===== config.mk =====
export PLATFORM = sky130hd
export DESIGN_NAME = axi4_lite_bram_slave_flat
export DESIGN_NICKNAME = d
export VERILOG_FILES = /design/src/rtl/axi4_lite_pkg.sv /design/src/rtl/axi4_lite_bram_slave_if.sv /design/src/rtl/axi4_lite_chan_reg.sv /design/src/rtl/axi4_lite_bram_slave.sv /design/src/flat_wrapper.sv
export SDC_FILE = /design/constraint.sdc
export NUM_CORES = 1
export LEC_CHECK = 0
export ABC_AREA = 1
export CAP_MARGIN = 30
export CELL_PAD_IN_SITES_DETAIL_PLACEMENT = 1
export CELL_PAD_IN_SITES_GLOBAL_PLACEMENT = 1
export CORE_MARGIN = 2
export CORE_UTILIZATION = 34
export DETAILED_ROUTE_END_ITERATION = 6
export GPL_TIMING_DRIVEN = 0
export PLACE_DENSITY_LB_ADDON = 0.15
export SLEW_MARGIN = 10
export SYNTH_ARGS = -nofsm -noshare
export SYNTH_HDL_FRONTEND = slang
export SYNTH_SLANG_ARGS = --single-unit

===== constraint.sdc =====
create_clock -name clk -period 7.3 [get_ports clk]
set_input_delay 1.095 -clock clk [delete_from_list [all_inputs] [get_ports clk]]
set_output_delay 1.095 -clock clk [all_outputs]
set_load 0.01 [all_outputs]

===== src/rtl/axi4_lite_pkg.sv =====
// Shared types and defaults for the AXI4-Lite block_ram slave.
// Contents: response codes, FSM state enum, arbiter priority enum, width defaults.
package axi4_lite_pkg;

    localparam int unsigned DEF_DATA_WIDTH     = 32;
    localparam int unsigned DEF_AXI_ADDR_WIDTH = 18;
    localparam int unsigned DEF_RAM_ADDR_WIDTH = 16;

    localparam logic [1:0] RESP_OKAY   = 2'b00;
    localparam logic [1:0] RESP_SLVERR = 2'b10;

    typedef enum logic [2:0] {
        ST_IDLE    = 3'd0,
        ST_WRITE   = 3'd1,
        ST_WR_RESP = 3'd2,
        ST_READ    = 3'd3,
        ST_RD_WAIT = 3'd4,
        ST_RD_RESP = 3'd5
    } bram_slv_state_e;

    typedef enum logic {
        PRIO_WRITE = 1'b0,
        PRIO_READ  = 1'b1
    } prio_e;

endpackage


===== src/rtl/axi4_lite_bram_slave_if.sv =====
// AXI4-Lite bus bundle between an interconnect (master) and the block_ram slave.
// Channels: AW (awaddr/awvalid/awready), W (wdata/wstrb/wvalid/wready),
// B (bresp/bvalid/bready), AR (araddr/arvalid/arready), R (rdata/rresp/rvalid/rready).
interface axi4_lite_bram_slave_if #(
    parameter int unsigned DATA_WIDTH = axi4_lite_pkg::DEF_DATA_WIDTH,
    parameter int unsigned ADDR_WIDTH = axi4_lite_pkg::DEF_AXI_ADDR_WIDTH
);
    localparam int unsigned STRB_WIDTH = DATA_WIDTH / 8;

    logic [ADDR_WIDTH-1:0] awaddr;
    logic                  awvalid;
    logic                  awready;
    logic [DATA_WIDTH-1:0] wdata;
    logic [STRB_WIDTH-1:0] wstrb;
    logic                  wvalid;
    logic                  wready;
    logic [1:0]            bresp;
    logic                  bvalid;
    logic                  bready;
    logic [ADDR_WIDTH-1:0] araddr;
    logic                  arvalid;
    logic                  arready;
    logic [DATA_WIDTH-1:0] rdata;
    logic [1:0]            rresp;
    logic                  rvalid;
    logic                  rready;

    modport master (
        output awaddr, awvalid, wdata, wstrb, wvalid, bready, araddr, arvalid, rready,
        input  awready, wready, bresp, bvalid, arready, rdata, rresp, rvalid
    );

    modport slave (
        input  awaddr, awvalid, wdata, wstrb, wvalid, bready, araddr, arvalid, rready,
        output awready, wready, bresp, bvalid, arready, rdata, rresp, rvalid
    );

endinterface


===== src/rtl/axi4_lite_chan_reg.sv =====
// One-entry holding register for a valid/ready channel.
// Ports: clk, reset (async active-high), in_valid/in_ready/in_data (channel side),
// clear (consumer releases entry), held/data (entry state and payload).
module axi4_lite_chan_reg #(
    parameter int unsigned WIDTH = 1
) (
    input  logic             clk,
    input  logic             reset,
    input  logic             in_valid,
    output logic             in_ready,
    input  logic [WIDTH-1:0] in_data,
    input  logic             clear,
    output logic             held,
    output logic [WIDTH-1:0] data
);

    // ready is the inverse of a flop, so it never depends on in_valid
    assign in_ready = ~held;

    always_ff @(posedge clk or posedge reset) begin
        if (reset) begin
            held <= 1'b0;
            data <= '0;
        end else if (clear) begin
            held <= 1'b0;
        end else if (in_valid && !held) begin
            held <= 1'b1;
            data <= in_data;
        end
    end

endmodule


===== src/rtl/axi4_lite_bram_slave.sv =====
// AXI4-Lite slave front-end for one block_ram: holds AW/W/AR requests, arbitrates
// write vs read round-robin, drives the RAM's single wr_en/rd_en pair and returns B/R.
// Ports: clk, reset (async active-high), axi (slave modport),
// ram_data_in/ram_wr_addr/ram_rd_addr/ram_wr_en/ram_rd_en (to RAM, registered),
// ram_data_out/ram_data_valid (from RAM).
module axi4_lite_bram_slave
    import axi4_lite_pkg::*;
#(
    parameter int unsigned DATA_WIDTH     = DEF_DATA_WIDTH,
    parameter int unsigned AXI_ADDR_WIDTH = DEF_AXI_ADDR_WIDTH,
    parameter int unsigned RAM_ADDR_WIDTH = DEF_RAM_ADDR_WIDTH
) (
    input  logic                      clk,
    input  logic                      reset,
    axi4_lite_bram_slave_if.slave     axi,
    output logic [DATA_WIDTH-1:0]     ram_data_in,
    output logic [RAM_ADDR_WIDTH-1:0] ram_wr_addr,
    output logic [RAM_ADDR_WIDTH-1:0] ram_rd_addr,
    output logic                      ram_wr_en,
    output logic                      ram_rd_en,
    input  logic [DATA_WIDTH-1:0]     ram_data_out,
    input  logic                      ram_data_valid
);

    localparam int unsigned STRB_WIDTH = DATA_WIDTH / 8;
    localparam int unsigned W_WIDTH    = DATA_WIDTH + STRB_WIDTH;

    logic [AXI_ADDR_WIDTH-1:0] aw_addr_full;
    logic [AXI_ADDR_WIDTH-1:0] ar_addr_full;
    logic                      unused_addr_bits;

    logic                      aw_held, w_held, ar_held;
    logic                      aw_clear, w_clear, ar_clear;
    logic [RAM_ADDR_WIDTH-1:0] aw_word, ar_word;
    logic [W_WIDTH-1:0]        w_payload;
    logic [STRB_WIDTH-1:0]     w_strb;
    logic [DATA_WIDTH-1:0]     w_data;
    logic                      wr_pend, rd_pend, strb_full;

    bram_slv_state_e           state, state_next;
    prio_e                     prio, prio_next;
    logic                      bvalid, bvalid_next;
    logic [1:0]                bresp, bresp_next;
    logic                      rvalid, rvalid_next;
    logic [1:0]                rresp, rresp_next;
    logic [DATA_WIDTH-1:0]     rdata, rdata_next;
    logic                      wr_en_next, rd_en_next;
    logic [RAM_ADDR_WIDTH-1:0] wr_addr_next, rd_addr_next;
    logic [DATA_WIDTH-1:0]     data_in_next;

    // Byte-offset bits are dropped: the RAM is word addressed
    assign aw_addr_full     = axi.awaddr;
    assign ar_addr_full     = axi.araddr;
    assign unused_addr_bits = ^{aw_addr_full[1:0], ar_addr_full[1:0]};

    axi4_lite_chan_reg #(.WIDTH(RAM_ADDR_WIDTH)) u_aw_reg (
        .clk      (clk),
        .reset    (reset),
        .in_valid (axi.awvalid),
        .in_ready (axi.awready),
        .in_data  (aw_addr_full[RAM_ADDR_WIDTH+1:2]),
        .clear    (aw_clear),
        .held     (aw_held),
        .data     (aw_word)
    );

    axi4_lite_chan_reg #(.WIDTH(W_WIDTH)) u_w_reg (
        .clk      (clk),
        .reset    (reset),
        .in_valid (axi.wvalid),
        .in_ready (axi.wready),
        .in_data  ({axi.wstrb, axi.wdata}),
        .clear    (w_clear),
        .held     (w_held),
        .data     (w_payload)
    );

    axi4_lite_chan_reg #(.WIDTH(RAM_ADDR_WIDTH)) u_ar_reg (
        .clk      (clk),
        .reset    (reset),
        .in_valid (axi.arvalid),
        .in_ready (axi.arready),
        .in_data  (ar_addr_full[RAM_ADDR_WIDTH+1:2]),
        .clear    (ar_clear),
        .held     (ar_held),
        .data     (ar_word)
    );

    assign w_strb    = w_payload[W_WIDTH-1:DATA_WIDTH];
    assign w_data    = w_payload[DATA_WIDTH-1:0];
    assign strb_full = &w_strb;
    assign wr_pend   = aw_held & w_held;
    assign rd_pend   = ar_held;

    assign axi.bvalid = bvalid;
    assign axi.bresp  = bresp;
    assign axi.rvalid = rvalid;
    assign axi.rresp  = rresp;
    assign axi.rdata  = rdata;

    // State and registered outputs
    always_ff @(posedge clk or posedge reset) begin
        if (reset) begin
            state       <= ST_IDLE;
            prio        <= PRIO_WRITE;
            bvalid      <= 1'b0;
            bresp       <= RESP_OKAY;
            rvalid      <= 1'b0;
            rresp       <= RESP_OKAY;
            rdata       <= '0;
            ram_wr_en   <= 1'b0;
            ram_rd_en   <= 1'b0;
            ram_wr_addr <= '0;
            ram_rd_addr <= '0;
            ram_data_in <= '0;
        end else begin
            state       <= state_next;
            prio        <= prio_next;
            bvalid      <= bvalid_next;
            bresp       <= bresp_next;
            rvalid      <= rvalid_next;
            rresp       <= rresp_next;
            rdata       <= rdata_next;
            ram_wr_en   <= wr_en_next;
            ram_rd_en   <= rd_en_next;
            ram_wr_addr <= wr_addr_next;
            ram_rd_addr <= rd_addr_next;
            ram_data_in <= data_in_next;
        end
    end

    // Next state, arbitration and output next-values
    always_comb begin
        state_next   = state;
        prio_next    = prio;
        bvalid_next  = bvalid;
        bresp_next   = bresp;
        rvalid_next  = rvalid;
        rresp_next   = rresp;
        rdata_next   = rdata;
        wr_en_next   = 1'b0;
        rd_en_next   = 1'b0;
        wr_addr_next = ram_wr_addr;
        rd_addr_next = ram_rd_addr;
        data_in_next = ram_data_in;
        aw_clear     = 1'b0;
        w_clear      = 1'b0;
        ar_clear     = 1'b0;

        case (state)
            ST_IDLE: begin
                // Priority only flips when both kinds actually contended
                if (wr_pend && (!rd_pend || prio == PRIO_WRITE)) begin
                    state_next = ST_WRITE;
                    if (strb_full) begin
                        wr_en_next   = 1'b1;
                        wr_addr_next = aw_word;
                        data_in_next = w_data;
                    end
                    if (rd_pend) prio_next = PRIO_READ;
                end else if (rd_pend) begin
                    state_next   = ST_READ;
                    rd_en_next   = 1'b1;
                    rd_addr_next = ar_word;
                    if (wr_pend) prio_next = PRIO_WRITE;
                end
            end
            ST_WRITE: begin
                aw_clear    = 1'b1;
                w_clear     = 1'b1;
                bvalid_next = 1'b1;
                bresp_next  = strb_full ? RESP_OKAY : RESP_SLVERR;
                state_next  = ST_WR_RESP;
            end
            ST_WR_RESP: begin
                if (axi.bready) begin
                    bvalid_next = 1'b0;
                    state_next  = ST_IDLE;
                end
            end
            ST_READ: begin
                ar_clear   = 1'b1;
                state_next = ST_RD_WAIT;
            end
            ST_RD_WAIT: begin
                if (ram_data_valid) begin
                    rdata_next  = ram_data_out;
                    rresp_next  = RESP_OKAY;
                    rvalid_next = 1'b1;
                    state_next  = ST_RD_RESP;
                end
            end
            ST_RD_RESP: begin
                if (axi.rready) begin
                    rvalid_next = 1'b0;
                    state_next  = ST_IDLE;
                end
            end
            default: state_next = ST_IDLE;
        endcase
    end

endmodule


===== src/flat_wrapper.sv =====
// flat-port wrapper written by rule: the top's interface ports become plain ports
module axi4_lite_bram_slave_flat import axi4_lite_pkg::*;
#(
    parameter int unsigned DATA_WIDTH     = DEF_DATA_WIDTH,
    parameter int unsigned AXI_ADDR_WIDTH = DEF_AXI_ADDR_WIDTH,
    parameter int unsigned RAM_ADDR_WIDTH = DEF_RAM_ADDR_WIDTH
)
  (clk, reset, ram_data_in, ram_wr_addr, ram_rd_addr, ram_wr_en, ram_rd_en, ram_data_out, ram_data_valid, axi_awaddr, axi_awvalid, axi_wdata, axi_wstrb, axi_wvalid, axi_bready, axi_araddr, axi_arvalid, axi_rready, axi_awready, axi_wready, axi_bresp, axi_bvalid, axi_arready, axi_rdata, axi_rresp, axi_rvalid);
  axi4_lite_bram_slave_if #(.DATA_WIDTH(DATA_WIDTH)) axi_i ();
  input  logic clk;
  input  logic reset;
  output logic [DATA_WIDTH-1:0] ram_data_in;
  output logic [RAM_ADDR_WIDTH-1:0] ram_wr_addr;
  output logic [RAM_ADDR_WIDTH-1:0] ram_rd_addr;
  output logic ram_wr_en;
  output logic ram_rd_en;
  input  logic [DATA_WIDTH-1:0] ram_data_out;
  input  logic ram_data_valid;
  input wire logic [$bits(axi_i.awaddr)-1:0] axi_awaddr;
  input wire logic [$bits(axi_i.awvalid)-1:0] axi_awvalid;
  input wire logic [$bits(axi_i.wdata)-1:0] axi_wdata;
  input wire logic [$bits(axi_i.wstrb)-1:0] axi_wstrb;
  input wire logic [$bits(axi_i.wvalid)-1:0] axi_wvalid;
  input wire logic [$bits(axi_i.bready)-1:0] axi_bready;
  input wire logic [$bits(axi_i.araddr)-1:0] axi_araddr;
  input wire logic [$bits(axi_i.arvalid)-1:0] axi_arvalid;
  input wire logic [$bits(axi_i.rready)-1:0] axi_rready;
  output wire logic [$bits(axi_i.awready)-1:0] axi_awready;
  output wire logic [$bits(axi_i.wready)-1:0] axi_wready;
  output wire logic [$bits(axi_i.bresp)-1:0] axi_bresp;
  output wire logic [$bits(axi_i.bvalid)-1:0] axi_bvalid;
  output wire logic [$bits(axi_i.arready)-1:0] axi_arready;
  output wire logic [$bits(axi_i.rdata)-1:0] axi_rdata;
  output wire logic [$bits(axi_i.rresp)-1:0] axi_rresp;
  output wire logic [$bits(axi_i.rvalid)-1:0] axi_rvalid;
  assign axi_i.awaddr = axi_awaddr;
  assign axi_i.awvalid = axi_awvalid;
  assign axi_i.wdata = axi_wdata;
  assign axi_i.wstrb = axi_wstrb;
  assign axi_i.wvalid = axi_wvalid;
  assign axi_i.bready = axi_bready;
  assign axi_i.araddr = axi_araddr;
  assign axi_i.arvalid = axi_arvalid;
  assign axi_i.rready = axi_rready;
  assign axi_awready = axi_i.awready;
  assign axi_wready = axi_i.wready;
  assign axi_bresp = axi_i.bresp;
  assign axi_bvalid = axi_i.bvalid;
  assign axi_arready = axi_i.arready;
  assign axi_rdata = axi_i.rdata;
  assign axi_rresp = axi_i.rresp;
  assign axi_rvalid = axi_i.rvalid;
  axi4_lite_bram_slave #(.DATA_WIDTH(DATA_WIDTH), .AXI_ADDR_WIDTH(AXI_ADDR_WIDTH), .RAM_ADDR_WIDTH(RAM_ADDR_WIDTH)) u_core (.clk(clk), .reset(reset), .axi(axi_i), .ram_data_in(ram_data_in), .ram_wr_addr(ram_wr_addr), .ram_rd_addr(ram_rd_addr), .ram_wr_en(ram_wr_en), .ram_rd_en(ram_rd_en), .ram_data_out(ram_data_out), .ram_data_valid(ram_data_valid));
endmodule

# Word level (Yosys, flattened, before mapping)
# Index checks and enable logic that the tools add are counted.
totals:
  reg_bits: 177
  latchBits: 0
  memories: 0
  ram_bits: 0
  word_cells: 90
  mem_bits_ro: 0
classes:
  multipliers: 0
  add_sub_neg: 0
  n_lt_le_gt_ge: 0
  reduce_logical: 26
  shift: 0
  n_eq_ne: 9
  n_bitwise: 8
  div_mod_pow: 0
  mux: 30
op_table:
  columns: ["operator", "n"]
  rows:
  - ["$mux 1", 21]
  - ["$pmux 3 s6", 1]
  - ["$mux 3", 5]
  - ["$reduce_bool 2->1", 6]
  - ["$reduce_and 2->1", 5]
  - ["$reduce_and 3->1", 3]
  - ["$reduce_and 4->1", 2]
  - ["$not 1->1", 7]
  - ["$eq 3x2->1 const B", 2]
  - ["$eq 3x3->1 const B", 2]
  - ["$ne 2x2->1 const B", 3]
  - ["$reduce_and 6->1", 1]
  - ["$logic_and 1x1->1", 4]
  - ["$pmux 1 s2", 2]
  - ["$eq 3x1->1 const B", 1]
  - ["$logic_not 1->1", 3]
  - ["$logic_not 3->1", 1]
  - ["$ne 3x2->1 const B", 1]
  - ["$mux 2", 1]
  - ["$and 1x1->1", 1]
  - ["$logic_or 1x1->1", 1]

# Logic depth before layout (Yosys ltp)
logic_depth:
  ltp_word: 5
  ltp_mapped: 9
  depth_no_buf: 8

# Cells and area by module
# Synthesis repeated with hierarchy kept, for this count alone.
unflattened:
  hier_cells: 785
  hier_area_um2: 7161.9
modules_own_cells:
  columns: ["module", "area_each_um2", "cells_each", "n_inst", "seq_area_each_um2"]
  rows:
  - ["axi4_lite_bram_slave", 4154.0, 471, 1, 2627.5]
  - ["axi4_lite_chan_reg (u_core.u_w_reg)", 1554.0, 164, 1, 925.9]
  - ["axi4_lite_chan_reg (u_core.u_ar_reg ...)", 726.9, 75, 2, 425.4]

# Least setup slack after synthesis
# OpenSTA, ideal clock, no wires.
synth_timing:
  path_type: "input to register"
  startpoint: "in ram_data_valid"
  endpoint: "reg u_core.rdata[12], in the netlist u_core.axi.rdata[12]"
  arrival_ns: 1.645
  path_buffers: 2
  stages: 4
  setup_slack_ns: 5.525
  t_required_ns: 7.170
  cell_sequence: "nand3_1 -> buf_2 -> clkbuf_1 -> o21ai_0"
synth_via:
  elab_chain_len: 1
synth_rtl:
  columns: ["element", "line", "text"]
  rows:
  - ["from (decl)", "flat_wrapper.sv:18", "input logic ram_data_valid;"]
  - ["$reduce_and 2->1 (no source line)", null, null]
  - ["to (signal assigned)", "axi4_lite_bram_slave.sv:123", "rdata <= rdata_next;"]
  - ["to (decl)", "axi4_lite_bram_slave.sv:46", "logic [DATA_WIDTH-1:0] rdata, rdata_next;"]
# No other way between the ends.
# A chain may end at the register's enable or synchronous reset.

# Worst setup path after layout
layout_timing:
  startpoint: "reg u_core.u_w_reg.held"
  endpoint: "out axi_wready"
layout_via:
  elab_chain_len: 1
layout_rtl:
  columns: ["element", "line", "text"]
  rows:
  - ["from (decl)", "axi4_lite_chan_reg.sv:13", "output logic held,"]
  - ["from (signal assigned)", "axi4_lite_chan_reg.sv:22", "held <= 1'b0;"]
  - ["from (signal assigned)", "axi4_lite_chan_reg.sv:25", "held <= 1'b0;"]
  - ["from (signal assigned)", "axi4_lite_chan_reg.sv:27", "held <= 1'b1;"]
  - ["$not 1->1", "axi4_lite_chan_reg.sv:18", "assign in_ready = ~held;"]
  - ["to (decl)", "flat_wrapper.sv:29", "output wire logic [$bits(axi_i.wready)-1:0] axi_wready;"]
# No other way between the ends.

==> flow_metrics.py <==
metrics = {
    "timing": {
        "slew_viol_final": 0,
        "slew_headroom": 0.607,
        "fin_crit_sh": 0.357,
        "timing.fmax_mhz": 384,
        "fin_worst_skew_ns": 0.0121,
        "tightest_slew_ns": 0.589,
        "timing_hold_violations_final": 0,
        "finalSetupViolCount": 0,
        "setup_ws_ns": 4.69,
        "rsz0062_at_grt": "no",
        "period_needed_ns": 2.61,
    },
    "global_routing": {
        "grt_pass1_wl_um": 30800,
        "grtUsageTotal": 0.181,
        "overflow": 0,
        "antenna_found_initial": 0,
        "grt_start_max_net_pins": 95,
        "first_global_vias": 5929,
    },
    "yosys": {
        "synthFlopType": "dfrtp_1",
        "syn_area_per_cell_sq_um": 9.05,
        "synth-compound-area-share": 0.0909,
        "yosys-top-cells-count": "265 x nand2_1, 176 x dfrtp_1, 116 x inv_1",
        "synthMuxAreaShare": 0,
        "async_flop_share": 1.00,
        "synth_cells": 758,
        "synth.distinct_cells": 21,
        "synth_xor_area_frac": 0,
        "ys_seq_area_frac": 0.642,
        "synth_fa_ha_area_frac": 0,
        "synth.top_cells.by_area": "dfrtp_1 64%, nand2_1 15%, o21ai_0 6.4%",
        "netlist_area_sq_mm": 0.00686,
        "synth_top_family_by_area": "simple AND/OR/NAND/NOR gates",
        "yosys.area_share.simple": 0.174,
        "synth_edf_count": 0,
        "ys_ff_latch": 176,
        "yosys.area.top_type_share": 0.642,
        "synth.most_common_cell": "nand2_1",
        "synth_area_leader_cell": "dfrtp_1",
        "yosys_warnings": 0,
    },
    "floorplanning": {
        "core-area_sq_mm": 0.0197,
        "die_area_sq_mm": 0.0213,
        "num_rows": 51,
        "die_h_um": 146,
        "io_pins": 219,
        "fp.dieW_um": 146,
        "initial_core_util": 0.349,
    },
    "critical_path": {
        "worst_ep_required_time_ns": 6.20,
        "cp-start-kind": "register",
        "crit_path_end_kind": "output port",
        "critPathMaxFanout": 3,
        "crit_type": "register to output port",
        "cp_data_arrival_time_ns": 1.51,
    },
    "power": {
        "p_leak_nw": 5.08,
        "finalPower_mw": 3.74,
        "power.density_mw_per_mm2": 376,
        "max-vdd-ir-drop_v": 0.000153,
    },
    "clock_network": {
        "cts_tree": "done",
        "post_cts_buffers": 0,
        "cts_resized": 0,
        "cts_hold_buf": 0,
        "clk_path_buf_depth": 2,
        "htree_levels": 4,
        "clockRootBuffer": "clkbuf_16",
        "cts_made_buffers": 17,
        "clock_latency_ns": 0.42,
        "cts.clk_slew.worst_paths_ns": 0.06,
        "clkSinkCount": 176,
    },
    "routing": {
        "route.vias.total": 5558,
        "firstDrtPassIters": 4,
        "drt-initial-drc-count": 183,
        "viasPerCell": 4.38,
        "ant_nets": 0,
        "wl_um": 18300,
        "wire_per_inst_um": 14.4,
        "route.detailed.drc": 0,
    },
    "worst_hold_path": {
        "hold_path_class": "register to register",
    },
    "cells_and_area": {
        "area_delta_synth_final_pct": 45.2,
        "drive_above_1_share": 0.0657,
        "antenna_cells": 0,
        "nNetsFinal": 1103,
    },
    "placed_design": {
        "io_buffers": 211,
        "gp_congestion": 0.749,
        "preCtsSetupSlack_ns": 4.75,
        "dpl.hpwl_um": 13100,
    },
    "job": {
        "maxCapViolations": 0,
    },
    "status": {
        "outcome": "finished, final reports clean",
    },
}
[stage by stage]
step	utilization	hold slack [ns]	instances	TNS, ns	cell area, sq um
2_1_floorplan	-	0.442	760	0	6870
3_3_place_gp	0.474	0.451	1236	-230.07	9310
3_5_place_dp	0.475	0.456	1237	0	9340
4_1_cts	0.506	0.473	1269	0	9950
5_1_grt	0.506	0.493	1269	0	9950
6_report	0.506	0.470	1269	0	9950
[metal layers]
metal,global-route usage,up-vias,part of all wire,wire (um)
met1,0.232,2670,0.44,8120
met3,0.0603,7,0.062,1130
met4,0.0379,0,0.0057,104
met5,0,-,0,0
met2,0.301,124,0.49,8960
li1,-,2757,-,-
[cell usage in the layout (no fill, tap or decap), types with 2 or more instances in the layout]
cell type,count
clkbuf_16,17
buf_4,6
nand2_1,265
o21ai_0,88
nand3_2,2
nor2_1,24
dfrtp_1,176
inv_2,2
conb_1,3
buf_2,20
clkdlybuf4s50_1,211
a21oi_1,16
inv_8,3
o21ai_1,19
nand3_1,7
clkinv_4,3
clkbuf_1,11
bufinv_16,3
inv_1,115
inv_6,3
[flip-flops by register name, indices dropped and copies added, names as in the netlist]
signal	cells
u_core.u_aw_reg.held	1
u_core.ram_wr_en	1
u_core.prio	1
u_core.axi.bvalid	1
u_core.axi.rdata	32
u_core.axi.bresp	1
u_core.u_w_reg.held	1
u_core.ram_wr_addr	16
u_core.ram_data_in	32
u_core.axi.rvalid	1
u_core.u_w_reg.data	36
u_core.ram_rd_en	1
u_core.state	3
u_core.u_aw_reg.data	16
u_core.u_ar_reg.data	16
u_core.ram_rd_addr	16
u_core.u_ar_reg.held	1
[critical path, stage by stage, from the launching register on]
cell and delay (ns):
dfrtp_1 0.39, inv_1 0.11, clkdlybuf4s50_1 0.60
[power by group]
| group | internal, mW | switching (mW) | total, mW | leakage [nW] |
|---|---|---|---|---|
| registers | 1.37 | 0.205 | 1.57 | 2.23 |
| clock network | 0.549 | 0.401 | 0.949 | 0.296 |
| logic | 0.614 | 0.611 | 1.23 | 2.56 |
[path summary, 6_finish.rpt]
check / cells after the start / endpoint / slack, ns / start
max: 2 / axi_wready / 4.69 / u_core.u_w_reg.held
min: 2 / u_core.ram_data_in[19] / 0.47 / u_core.u_w_reg.data[19]
max reg2reg: 5 / u_core.u_w_reg.data[25] / 5.66 / u_core.state[2]
min reg2reg: 2 / u_core.ram_data_in[19] / 0.47 / u_core.u_w_reg.data[19]
max in group asynchronous: 3 / u_core.u_w_reg.data[23] / 5.23 / reset
min in group asynchronous: 2 / u_core.axi.rdata[22] / 1.17 / reset
[kinds of logic after synthesis]
logic type / count (synthesis)
buffers and inverters: 154
other: 1
AOI/OAI and AO/OA: 124
and+or+nand+nor: 303
DFF: 176
[cell type report]
type	count	area, sq um
plain buffers	36	190
well taps	265	332
clock buffers	19	433
repair buffers	212	2140
inverters	118	450
multi-input cells	430	1830
fillers	2331	9700
flip-flops and latches	176	4400
clock inverters	13	178
No activity file was read; power rests on OpenSTA's default activity.
